File: src/rtl/vga_timing_gen.sv
`default_nettype none
// ============================================================================
//  Module   : vga_timing_gen
//  Purpose  : Pixel-tick, raster counters and VGA sync generation for the
//             overlay pipeline. Optional sync/video_on delay line is enabled
//             by defining VGA_SYNC_DELAY_EN.
//  Revision : 1.0
// ============================================================================
module vga_timing_gen #(
    parameter int TICK_DIV   = 4,
    parameter int H_DISPLAY  = 640,
    parameter int H_FRONT    = 16,
    parameter int H_SYNC     = 96,
    parameter int H_BACK     = 48,
    parameter int V_DISPLAY  = 480,
    parameter int V_FRONT    = 10,
    parameter int V_SYNC     = 2,
    parameter int V_BACK     = 33,
    parameter int SYNC_DELAY = 2
) (
    input  logic       clk,
    input  logic       rst_n,
    output logic       p_tick,
    output logic [9:0] pixel_x,
    output logic [9:0] pixel_y,
    output logic       video_on,
    output logic       hsync,
    output logic       vsync,
    output logic       line_start,
    output logic       frame_start
);

    localparam int              c_tick_w    = $clog2(TICK_DIV);
    localparam logic [c_tick_w-1:0] c_tick_last = c_tick_w'(TICK_DIV - 1);

    localparam logic [9:0] c_h_last   = 10'(H_DISPLAY + H_FRONT + H_SYNC + H_BACK - 1);
    localparam logic [9:0] c_v_last   = 10'(V_DISPLAY + V_FRONT + V_SYNC + V_BACK - 1);
    localparam logic [9:0] c_h_disp   = 10'(H_DISPLAY);
    localparam logic [9:0] c_v_disp   = 10'(V_DISPLAY);
    localparam logic [9:0] c_hs_first = 10'(H_DISPLAY + H_FRONT);
    localparam logic [9:0] c_hs_last  = 10'(H_DISPLAY + H_FRONT + H_SYNC - 1);
    localparam logic [9:0] c_vs_first = 10'(V_DISPLAY + V_FRONT);
    localparam logic [9:0] c_vs_last  = 10'(V_DISPLAY + V_FRONT + V_SYNC - 1);

    logic [c_tick_w-1:0] r_tick_cnt;
    logic                r_p_tick;
    logic [9:0]          r_pixel_x;
    logic [9:0]          r_pixel_y;
    logic                r_hsync;
    logic                r_vsync;
    logic                r_line_start;
    logic                r_frame_start;

    logic                w_x_wrap;
    logic                w_y_wrap;
    logic [9:0]          w_x_next;
    logic [9:0]          w_y_next;
    logic                w_hsync_next;
    logic                w_vsync_next;
    logic                w_video_on;

    always_comb begin
        w_x_wrap = (r_pixel_x == c_h_last);
        w_y_wrap = w_x_wrap && (r_pixel_y == c_v_last);
        w_x_next = w_x_wrap ? 10'd0 : r_pixel_x + 10'd1;
        if (w_y_wrap) begin
            w_y_next = 10'd0;
        end else if (w_x_wrap) begin
            w_y_next = r_pixel_y + 10'd1;
        end else begin
            w_y_next = r_pixel_y;
        end
        // Syncs decode the next position so they land with the counters they describe.
        w_hsync_next = !((w_x_next >= c_hs_first) && (w_x_next <= c_hs_last));
        w_vsync_next = !((w_y_next >= c_vs_first) && (w_y_next <= c_vs_last));
        w_video_on   = (r_pixel_x < c_h_disp) && (r_pixel_y < c_v_disp);
    end

    always_ff @(posedge clk or negedge rst_n) begin
        if (!rst_n) begin
            r_tick_cnt <= '0;
            r_p_tick   <= 1'b0;
        end else begin
            r_tick_cnt <= (r_tick_cnt == c_tick_last) ? '0 : r_tick_cnt + 1'b1;
            r_p_tick   <= (r_tick_cnt == c_tick_last);
        end
    end

    always_ff @(posedge clk or negedge rst_n) begin
        if (!rst_n) begin
            r_pixel_x     <= 10'd0;
            r_pixel_y     <= 10'd0;
            r_hsync       <= 1'b1;
            r_vsync       <= 1'b1;
            r_line_start  <= 1'b0;
            r_frame_start <= 1'b0;
        end else begin
            r_line_start  <= 1'b0;
            r_frame_start <= 1'b0;
            if (r_p_tick) begin
                r_pixel_x     <= w_x_next;
                r_pixel_y     <= w_y_next;
                r_hsync       <= w_hsync_next;
                r_vsync       <= w_vsync_next;
                r_line_start  <= w_x_wrap;
                r_frame_start <= w_y_wrap;
            end
        end
    end

    assign p_tick      = r_p_tick;
    assign pixel_x     = r_pixel_x;
    assign pixel_y     = r_pixel_y;
    assign line_start  = r_line_start;
    assign frame_start = r_frame_start;

`ifdef VGA_SYNC_DELAY_EN
    generate
        if (SYNC_DELAY > 0) begin : g_sync_delay
            logic [SYNC_DELAY-1:0] r_hsync_dly;
            logic [SYNC_DELAY-1:0] r_vsync_dly;
            logic [SYNC_DELAY-1:0] r_video_dly;

            // Matches the font ROM + rgb register latency of the overlay stages.
            always_ff @(posedge clk or negedge rst_n) begin
                if (!rst_n) begin
                    r_hsync_dly <= '1;
                    r_vsync_dly <= '1;
                    r_video_dly <= '0;
                end else begin
                    r_hsync_dly[0] <= r_hsync;
                    r_vsync_dly[0] <= r_vsync;
                    r_video_dly[0] <= w_video_on;
                    for (int i = 1; i < SYNC_DELAY; i++) begin
                        r_hsync_dly[i] <= r_hsync_dly[i-1];
                        r_vsync_dly[i] <= r_vsync_dly[i-1];
                        r_video_dly[i] <= r_video_dly[i-1];
                    end
                end
            end

            assign hsync    = r_hsync_dly[SYNC_DELAY-1];
            assign vsync    = r_vsync_dly[SYNC_DELAY-1];
            assign video_on = r_video_dly[SYNC_DELAY-1];
        end else begin : g_sync_nodelay
            assign hsync    = r_hsync;
            assign vsync    = r_vsync;
            assign video_on = w_video_on;
        end
    endgenerate
`else
    assign hsync    = r_hsync;
    assign vsync    = r_vsync;
    assign video_on = w_video_on;
`endif

endmodule
`default_nettype wire
File: config.mk
export PLATFORM = sky130hd
export DESIGN_NAME = vga_timing_gen
export DESIGN_NICKNAME = d
export VERILOG_FILES = /design/src/rtl/vga_timing_gen.sv
export SDC_FILE = /design/constraint.sdc
export NUM_CORES = 1
export LEC_CHECK = 0
export ABC_AREA = 1
export CAP_MARGIN = 20
export CORE_UTILIZATION = 50
export DETAILED_ROUTE_END_ITERATION = 8
export GPL_TIMING_DRIVEN = 1
export PLACE_DENSITY = 0.72
export SLEW_MARGIN = 40
export SYNTH_ARGS = -nofsm -noshare
export SYNTH_HDL_FRONTEND = slang
export SYNTH_SLANG_ARGS = --single-unit
File: constraint.sdc
create_clock -name clk -period 1.66 [get_ports clk]
set_input_delay 0.166 -clock clk [delete_from_list [all_inputs] [get_ports clk]]
set_output_delay 0.166 -clock clk [all_outputs]
set_load 0.005 [all_outputs]
; ---- Word-level counts from Yosys, hierarchy flattened
; Cells that the tools add are included.
; W data, S select, Z words.
[word_totals]
register_bits = 27
elab_cells = 32
out_inout_bits = 26
inputBits = 2
[op_classes]
n_eq_ne = 3
add_sub_neg = 3
muxes = 6
magnitude_cmp = 6
n_reduce_logical = 6
[op_table]
columns = operator, n
row1 = $mux W10, 3
row2 = $add A10 B1 Y10 const B, 2
row3 = $eq A10 B10 Y1 const B, 2
row4 = $ge A10 B10 Y1 const B, 1
row5 = $ge A10 B9 Y1 const B, 1
row6 = $le A10 B10 Y1 const B, 1
row7 = $le A10 B9 Y1 const B, 1
row8 = $lt A10 B10 Y1 const B, 1
row9 = $lt A10 B9 Y1 const B, 1
row10 = $logic_and A1 B1 Y1, 4
row11 = $add A2 B1 Y2 const B, 1
row12 = $eq A2 B2 Y1 const B, 1
row13 = $logic_not A1 Y1, 2
row14 = $mux W1, 2
row15 = $mux W2, 1

; ---- Logic depth before layout (Yosys ltp)
; Gate-level depths: netlist of the first run.
[logic_depth]
ltp_word = 6
depth_mapped = 13
ltp_nobuf = 13

; ---- Worst setup path before layout of the first run
; OpenSTA, ideal clock, no wires.
[synth_path]
kind = register to register
startpoint = register r_pixel_x[1] (netlist: pixel_x[1])
endpoint = register r_vsync (netlist: vsync)
setup_time_ps = 76
path_buffers = 0
synth_period_minus_slack_ps = 1550
t_arrival_ps = 1475
path_stages_with_launch = 11
required_time_ps = 1584
setup_slack_ps = 110
path_cell_list = dfrtp_1 ha_1 nand2_1 nor2_4 nand3_4 clkinv_4 nand2_4 a21oi_1 nand3_1 nor2_1 nor2_1
[synth_between]
elab_chain_cells = 6
elab_cells_between_ends = 8
classes_between = order compare (2) / eq/ne (1) / mux (2) / reduce/logical (3)
[synth_rtl]
columns = item, line
row1 = start: declaration, 47  ; logic [9:0] r_pixel_x;
row2 = start signal: assignment, 101  ; r_pixel_x <= w_x_next;
row3 = $eq A10 B10 Y1 (*), 63  ; w_x_wrap = (r_pixel_x == c_h_last);
row4 = $mux W10 / $logic_and A1 B1 Y1 (equally long branches), "68, 64"
row5 = $mux W10 (*), 66  ; if (w_y_wrap) begin
row6 = $ge A10 B9 Y1 / $le A10 B9 Y1 (equally long branches), 75  ; w_vsync_next = !((w_y_next >= c_vs_first) && (w_y_next <= c_vs_last));
row7 = $logic_and A1 B1 Y1 (*), 75
row8 = $logic_not A1 Y1 (*), 75
row9 = end signal: assignment, 104  ; r_vsync <= w_vsync_next;
row10 = end: declaration, 50  ; logic r_vsync;
; Mark *: on every way between the ends. The rest lies on a longest branch, timed or not.
; A chain may end at the register's enable or synchronous reset.

; ---- Worst setup path in the final report of the first run
; Ends and elaborated chain as after synthesis.

==> impl_metrics.csv, run 1 <==
group,metric,value,unit
run_status,outcome,"complete, but fails checks",
run_status,violations,"negative setup slack",
final_layout,drive_gt1_frac,0.297,
critical_path,worst-r2r-cell-count,9,
synth,synth_top_family_by_area,"simple AND/OR/NAND/NOR gates",
floorplan,start_util,0.533,
timing,hold_viol,0,
critical_path,path_max_fanout,3,
floorplan,core_area,3080,um2
synth,synth_enable_flop_cells,0,
timing,fin_ws,-0.0194,ns
critical_path,crit_family,"simple AND/OR/NAND/NOR gates",
timing,max_slew_margin,0.767,
drt,drc,0,
critical_path,crit_buf_inv,0,
timing,tightest_slew,0.348,ns
clocking,cts_hold_buf,0,
power,clockPowerShare,0.302,
final_layout,num-fill-cells,225,
synth,yosysSeqAreaShare,0.413,
power,p_int,756,uW
power,switchingPower,209,uW
power,p_leak,1.07,nW
floorplan,ios,28,
clocking,clkTransAtPathRegs,0.15,ns
synth,synthCells,230,
final_layout,final_cell_area,2410,um2
timing,timing.hold.ws,0.185,ns
synth,synth_fa_ha_area_frac,0.0381,
power,switching_share,0.217,
timing,fmax,595,MHz
clocking,cts_htree_levels,1,
drt,wl,4.42,mm
placed_design,dpl-instance-area,2150,um2
synth,synth_common_cells,"74 x nand2_1, 26 x nor2_1, 25 x dfrtp_1",
power,powerDensity,401,nW/um2
synth,synth.avg_cell_area,7.14,um2
clocking,clock_latency,0.33,ns
synth,synth_area,1640,um2
job,drv_cap,0,
synth,ys_seq_elements,27,
placed_design,port_buffers,27,
critical_path,reg2reg_slack,-0.02,ns
critical_path,cpPeakStageDelay,0.44,ns
timing,clock_skew,0.0154,ns
drt,final_antenna_net_count,0,
grt,grt_use_total,0.261,
timing,rsz0062_at_grt,"true",
synth,ys_async_sr_fraction,1.00,
grt,grt_pass1_vias,1529,
critical_path,crit_path_cell_trace,"ha_4 -> nand2_2 -> nor2_4 -> nand3_1 -> nor2_2 -> nand3b_1 -> nand3_2 -> nor2_2 -> nor2_1",
timing,tns,-0.0194,ns
clocking,numClockSinks,27,
placed_design,place_ws,-0.0189,ns
floorplan,die_y,59.3,um
critical_path,cp-endpoint,"vsync$_DFFE_PN1P_",
final_layout,area_growth,46.6,%
critical_path,worstSetupStartpoint,"pixel_x[1]$_DFFE_PN0P_",
floorplan,num_rows,20,
power,comb_power_share,0.017,
critical_path,slowest_stage,"dfrtp_1",
critical_path,crit_top_cell,"nor2_2",
timing,finalSetupViolCount,1,
critical_path,path_class,"flop to flop",
drt,initialDrtViolationCount,81,
synth,ys_warn_count,0,
timing,drv_slew,0,
min_path,hold_class,"input pin to async pin",
grt,grt_max_degree,28,
final_layout,finalCoreUtilization,0.782,
critical_path,end_kind,"flop",
drt,vias_per_cell,5.15,
drt,first_pass_iters,4,
placed_design,gp_congestion,0.900,
synth,synth_top_area_share,0.381,
synth,yosys-mux-area-fraction,0,
grt,grt_pass1_wl,6.85,mm
floorplan,die_area,3520,um2
synth,ys_types,28,
synth,synth_nets,237,
power,vdd_drop_max,0.319,mV
synth,synth-xor-area-share,0.0267,
power,pwr-share-seq,0.682,
grt,antenna_found_initial,0,
clocking,cts_buffers,3,
synth,yosysTopAreaCell,"dfrtp_1",
synth,synth_area_leaders,"dfrtp_1 38%, nand2_1 17%, o21ai_0 6.7%",
floorplan,die_width,59.3,um
timing,fin_crit_sh,1.01,
drt,routedWlPerCell,13.0,um
synth,synth_most_common_cell,"nand2_1",
critical_path,crit_arrival,1.95,ns
grt,grt_overflow,0,
final_layout,nets,304,
critical_path,r2r-start,"pixel_x[1]$_DFFE_PN0P_",
critical_path,r2r_end,"vsync$_DFFE_PN1P_",
clocking,cts_tree,"built",
synth,synth_compound_area_frac,0.0831,
critical_path,critPathLaunchType,"flop",
synth,ys.flop_type,"dfrtp_1",
critical_path,crit_cells,9,
placed_design,place_hpwl,3.12,mm
critical_path,worstPathRequired,1.93,ns
clocking,clock_path_buffers,2,
clocking,cts-root-buf,"clkbuf_4",
drt,num_vias,1752,
final_layout,num_antenna_cells,0,
synth,yosys.area_share.simple,0.364,
timing,period_minus_slack,1.68,ns
==> layer usage <==
layer / global-route usage / share of wire / wire length, um
met1: 0.371 / 0.45 / 1990
met2: 0.421 / 0.49 / 2170
met3: 0.0306 / 0.050 / 220
met4: 0.0714 / 0.010 / 44
met5: 0 / 0 / 0
==> cells by family (layout without fill, tap and decap cells) <==
kind of cell | after synthesis | count (layout)
AOI/OAI and AO/OA | 26 | 26
xor gates and xnor gates | 5 | 5
adders and majority gates | 5 | 5
buffers and inverters | 31 | 97
DFF | 27 | 27
and+or+nand+nor | 136 | 136
==> worst min path at each step <==
stage | cells after the start | end | slack, ns
6_report | 2 | pixel_x[1]$_DFFE_PN0P_ | 0.19
5_1_grt | 2 | pixel_x[2]$_DFFE_PN0P_ | 0.22
4_1_cts | 2 | pixel_x[2]$_DFFE_PN0P_ | 0.20
3_5_place_dp | 1 | r_tick_cnt[0]$_DFF_PN0_ | 0.42
3_3_place_gp | 1 | r_tick_cnt[0]$_DFF_PN0_ | 0.42
2_1_floorplan | 0 | frame_start$_DFF_PN0_ | -0.13
==> flip-flops by register name, indices dropped and copies added (netlist names) <==
| register | cells |
|---|---|
| r_tick_cnt | 2 |
| pixel_x | 10 |
| pixel_y | 10 |
| hsync | 1 |
| frame_start | 1 |
| p_tick | 1 |
| line_start | 1 |
| vsync | 1 |
==> cell type report <==
class	instances	area [um2]	area share
Clock buffer	4	26.3	0.0109
Timing Repair Buffer	68	588	0.244
Inverter	25	98.8	0.0411
Sequential cell	27	682	0.283
Tap cell	44	55.1	0.0229
Multi-Input combinational cell	172	956	0.397
==> power by group through the flow <==
stage	sequential (mW)	combinational (mW)	clock (mW)
2_1_floorplan	0.670	0.000000420	0
3_3_place_gp	0.670	0.0173	0
3_5_place_dp	0.670	0.0174	0
4_1_cts	0.658	0.0172	0.296
5_1_grt	0.658	0.0193	0.318
6_report	0.658	0.0161	0.291
==> through the flow <==
stage / cells / total power [mW]
after floorplan: 230 / 0.670
after global placement: 323 / 0.688
after detailed placement: 323 / 0.688
after CTS: 327 / 0.972
after global routing: 340 / 0.996
final: 340 / 0.965
==> timing repair <==
action	4_1_cts	5_1_grt
pin swaps	3	19
buffers inserted	0	13
hold endpoints to repair	0	0
gates resized for setup	8	40
endpoints found under the setup margin	4	9
==> cells in the final DEF, fill, tap and decap left out, drive strengths merged <==
master         count
a2111oi            1
a21oi              2
buf               42
clkbuf             4
clkdlybuf4s50     26
clkinv             1
dfrtp             25
dfstp              2
ha                 5
inv               24
nand2             77
nand3             20
nand3b             1
nand4              5
nor2              29
nor3               2
o21ai             22
o31ai              1
or2                2
xnor2              1
xor2               4
(Power assumes the default switching activity.)
==> inputs of run 2 (changes only) <==
- TNS_END_PERCENT: default -> 1
==> run 2 against run 1 <==
Compared with the run above: the run still ends with negative setup slack left; core utilization fell by 2.8 points; largest power group unchanged; final cell count down 1.8%; non-clock buffer count decreased by 6; maximum frequency down 0.78%; sequential power hardly changed.
==> impl_metrics.csv, run 2 (same netlist as run 1, synthesis figures left out) <==
group,metric,value,unit
timing,fin_crit_sh,1.02,
drt,routedWlPerCell,13.1,um
drt,first_pass_iters,4,
placed_design,dpl.cell_count,323,
clocking,cts-root-buf,"clkbuf_4",
run_status,outcome,"complete, but fails checks",
grt,grt_pass1_wl,6.88,mm
power,vdd_drop_max,0.358,mV
floorplan,die_area,3520,um2
clocking,cts_buffers,3,
critical_path,critPathLaunchType,"flop",
critical_path,path_class,"flop to flop",
floorplan,num_rows,20,
final_layout,final_cell_mix,"69 x nand2_1, 33 x buf_4, 26 x clkdlybuf4s50_1",
timing,timing.hold.ws,0.180,ns
clocking,clock_latency,0.33,ns
timing,tns,-0.0590,ns
drt,vias_per_cell,5.13,
grt,grt_max_degree,28,
final_layout,nets,298,
floorplan,die_width,59.3,um
final_layout,instances_no_fill,334,
critical_path,path_max_fanout,3,
timing,clock_skew,0.00521,ns
final_layout,drive_gt1_frac,0.259,
final_layout,finalCoreUtilization,0.753,
floorplan,start_util,0.533,
timing,fmax,591,MHz
drt,wl,4.36,mm
grt,grt_use_total,0.262,
floorplan,ios,28,
run_status,violations,"negative setup slack",
timing,fin_ws,-0.0326,ns
drt,final_antenna_net_count,0,
clocking,clkTransAtPathRegs,0.15,ns
floorplan,die_y,59.3,um
power,p_leak,1.04,nW
timing,rsz0062_at_grt,"true",
final_layout,area_growth,41.2,%
timing,drv_slew,0,
critical_path,worstSetupStartpoint,"pixel_x[1]$_DFFE_PN0P_",
final_layout,regArea,681,um2
critical_path,worstPathRequired,1.94,ns
job,drv_cap,0,
placed_design,port_buffers,27,
floorplan,core_area,3080,um2
timing,period_minus_slack,1.69,ns
final_layout,multi_input_area,922,um2
clocking,numClockSinks,27,
grt,antenna_found_initial,0,
final_layout,layout_commonest_cell,"nand2_1",
timing,hold_viol,0,
drt,initialDrtViolationCount,113,
timing,tightest_slew,0.338,ns
drt,num_vias,1712,
grt,grt_pass1_vias,1532,
clocking,cts_tree,"built",
timing,max_slew_margin,0.773,
min_path,hold_class,"input pin to async pin",
critical_path,crit_arrival,1.98,ns
power,powerDensity,421,nW/um2
drt,drc,0,
critical_path,r2r-start,"pixel_x[1]$_DFFE_PN0P_",
placed_design,gp_congestion,0.900,
critical_path,end_kind,"flop",
timing,finalSetupViolCount,3,
final_layout,num_antenna_cells,0,
clocking,cts_htree_levels,1,
final_layout,num-fill-cells,239,
grt,grt_overflow,0,
placed_design,place_hpwl,3.12,mm
clocking,clock_path_buffers,2,
run 2: cell count changes in the layout (fill, tap and decap cells not counted), moves of 2 or more:
| cell | before | now |
|---|---|---|
| buf_4 | 37 | 33 |
| buf_6 | 4 | 2 |
| o21ai_0 | 17 | 21 |
| nand3_1 | 13 | 15 |
| nand3_2 | 6 | 4 |
| nor2_1 | 19 | 21 |
| o21ai_1 | 4 | 1 |
run 2: path summary, 6_finish.rpt:
| path | end | slack (ns) | cells after the start |
|---|---|---|---|
| setup / recovery | vsync$_DFFE_PN1P_ | -0.03 | 9 |
| hold / removal | pixel_x[1]$_DFFE_PN0P_ | 0.18 | 2 |
| setup reg to reg | vsync$_DFFE_PN1P_ | -0.03 | 9 |
| hold reg to reg | r_tick_cnt[0]$_DFF_PN0_ | 0.44 | 1 |
| max in group asynchronous | vsync$_DFFE_PN1P_ | 1.18 | 2 |
| min in group clk | r_tick_cnt[0]$_DFF_PN0_ | 0.44 | 1 |
run 2: worst max-delay path, cell delays in order, from the launching register on:
cell and delay, ns:
dfrtp_1 0.38, ha_2 0.21, nand2_2 0.08, nor2_4 0.14, nand3_1 0.19, nor2_1 0.20
nand3b_1 0.16, nand3_2 0.09, nor2_2 0.13, nor2_1 0.06
run 2: repair_timing:
| action | in CTS | in global routing |
|---|---|---|
| hold buffers | 0 | 0 |
| setup endpoints to repair | 4 | 9 |
| gates resized for setup | 6 | 27 |
| setup buffers | 0 | 7 |
| pin swaps | 2 | 11 |
run 2: area by class of cell:
type / count / area share
multi-input combinational: 172 / 0.398
sequential: 27 / 0.294
timing repair buffer: 62 / 0.231
inverter: 25 / 0.0426
tap: 44 / 0.0237
clock buffer: 4 / 0.0113
run 2: metrics by stage:
| stage | instance area (um2) | setup slack (ns) | power (mW) |
|---|---|---|---|
| 3_5_place_dp | 2150 | -0.0189 | 0.688 |
| 3_3_place_gp | 2150 | 0.0412 | 0.688 |
| 2_1_floorplan | 1640 | 0.110 | 0.670 |
| 4_1_cts | 2180 | -0.00506 | 0.972 |
| 5_1_grt | 2320 | -0.139 | 1.00 |
| 6_report | 2320 | -0.0326 | 0.976 |
run 2: power by group:
| part | switching (mW) | internal, mW |
|---|---|---|
| Clock | 0.207 | 0.0944 |
| Sequential | 0 | 0.658 |
| Combinational | 0.0123 | 0.00361 |
run 2: layer usage:
layer  vias to the layer above  part of all wire  track usage  wire length, um
li1                        852                 -            -                -
met1                       800              0.45        0.374             1980
met2                        54              0.48        0.421             2110
met3                         6             0.054       0.0306              234
met4                         0            0.0089       0.0714               39
met5                         -                 0            0                0
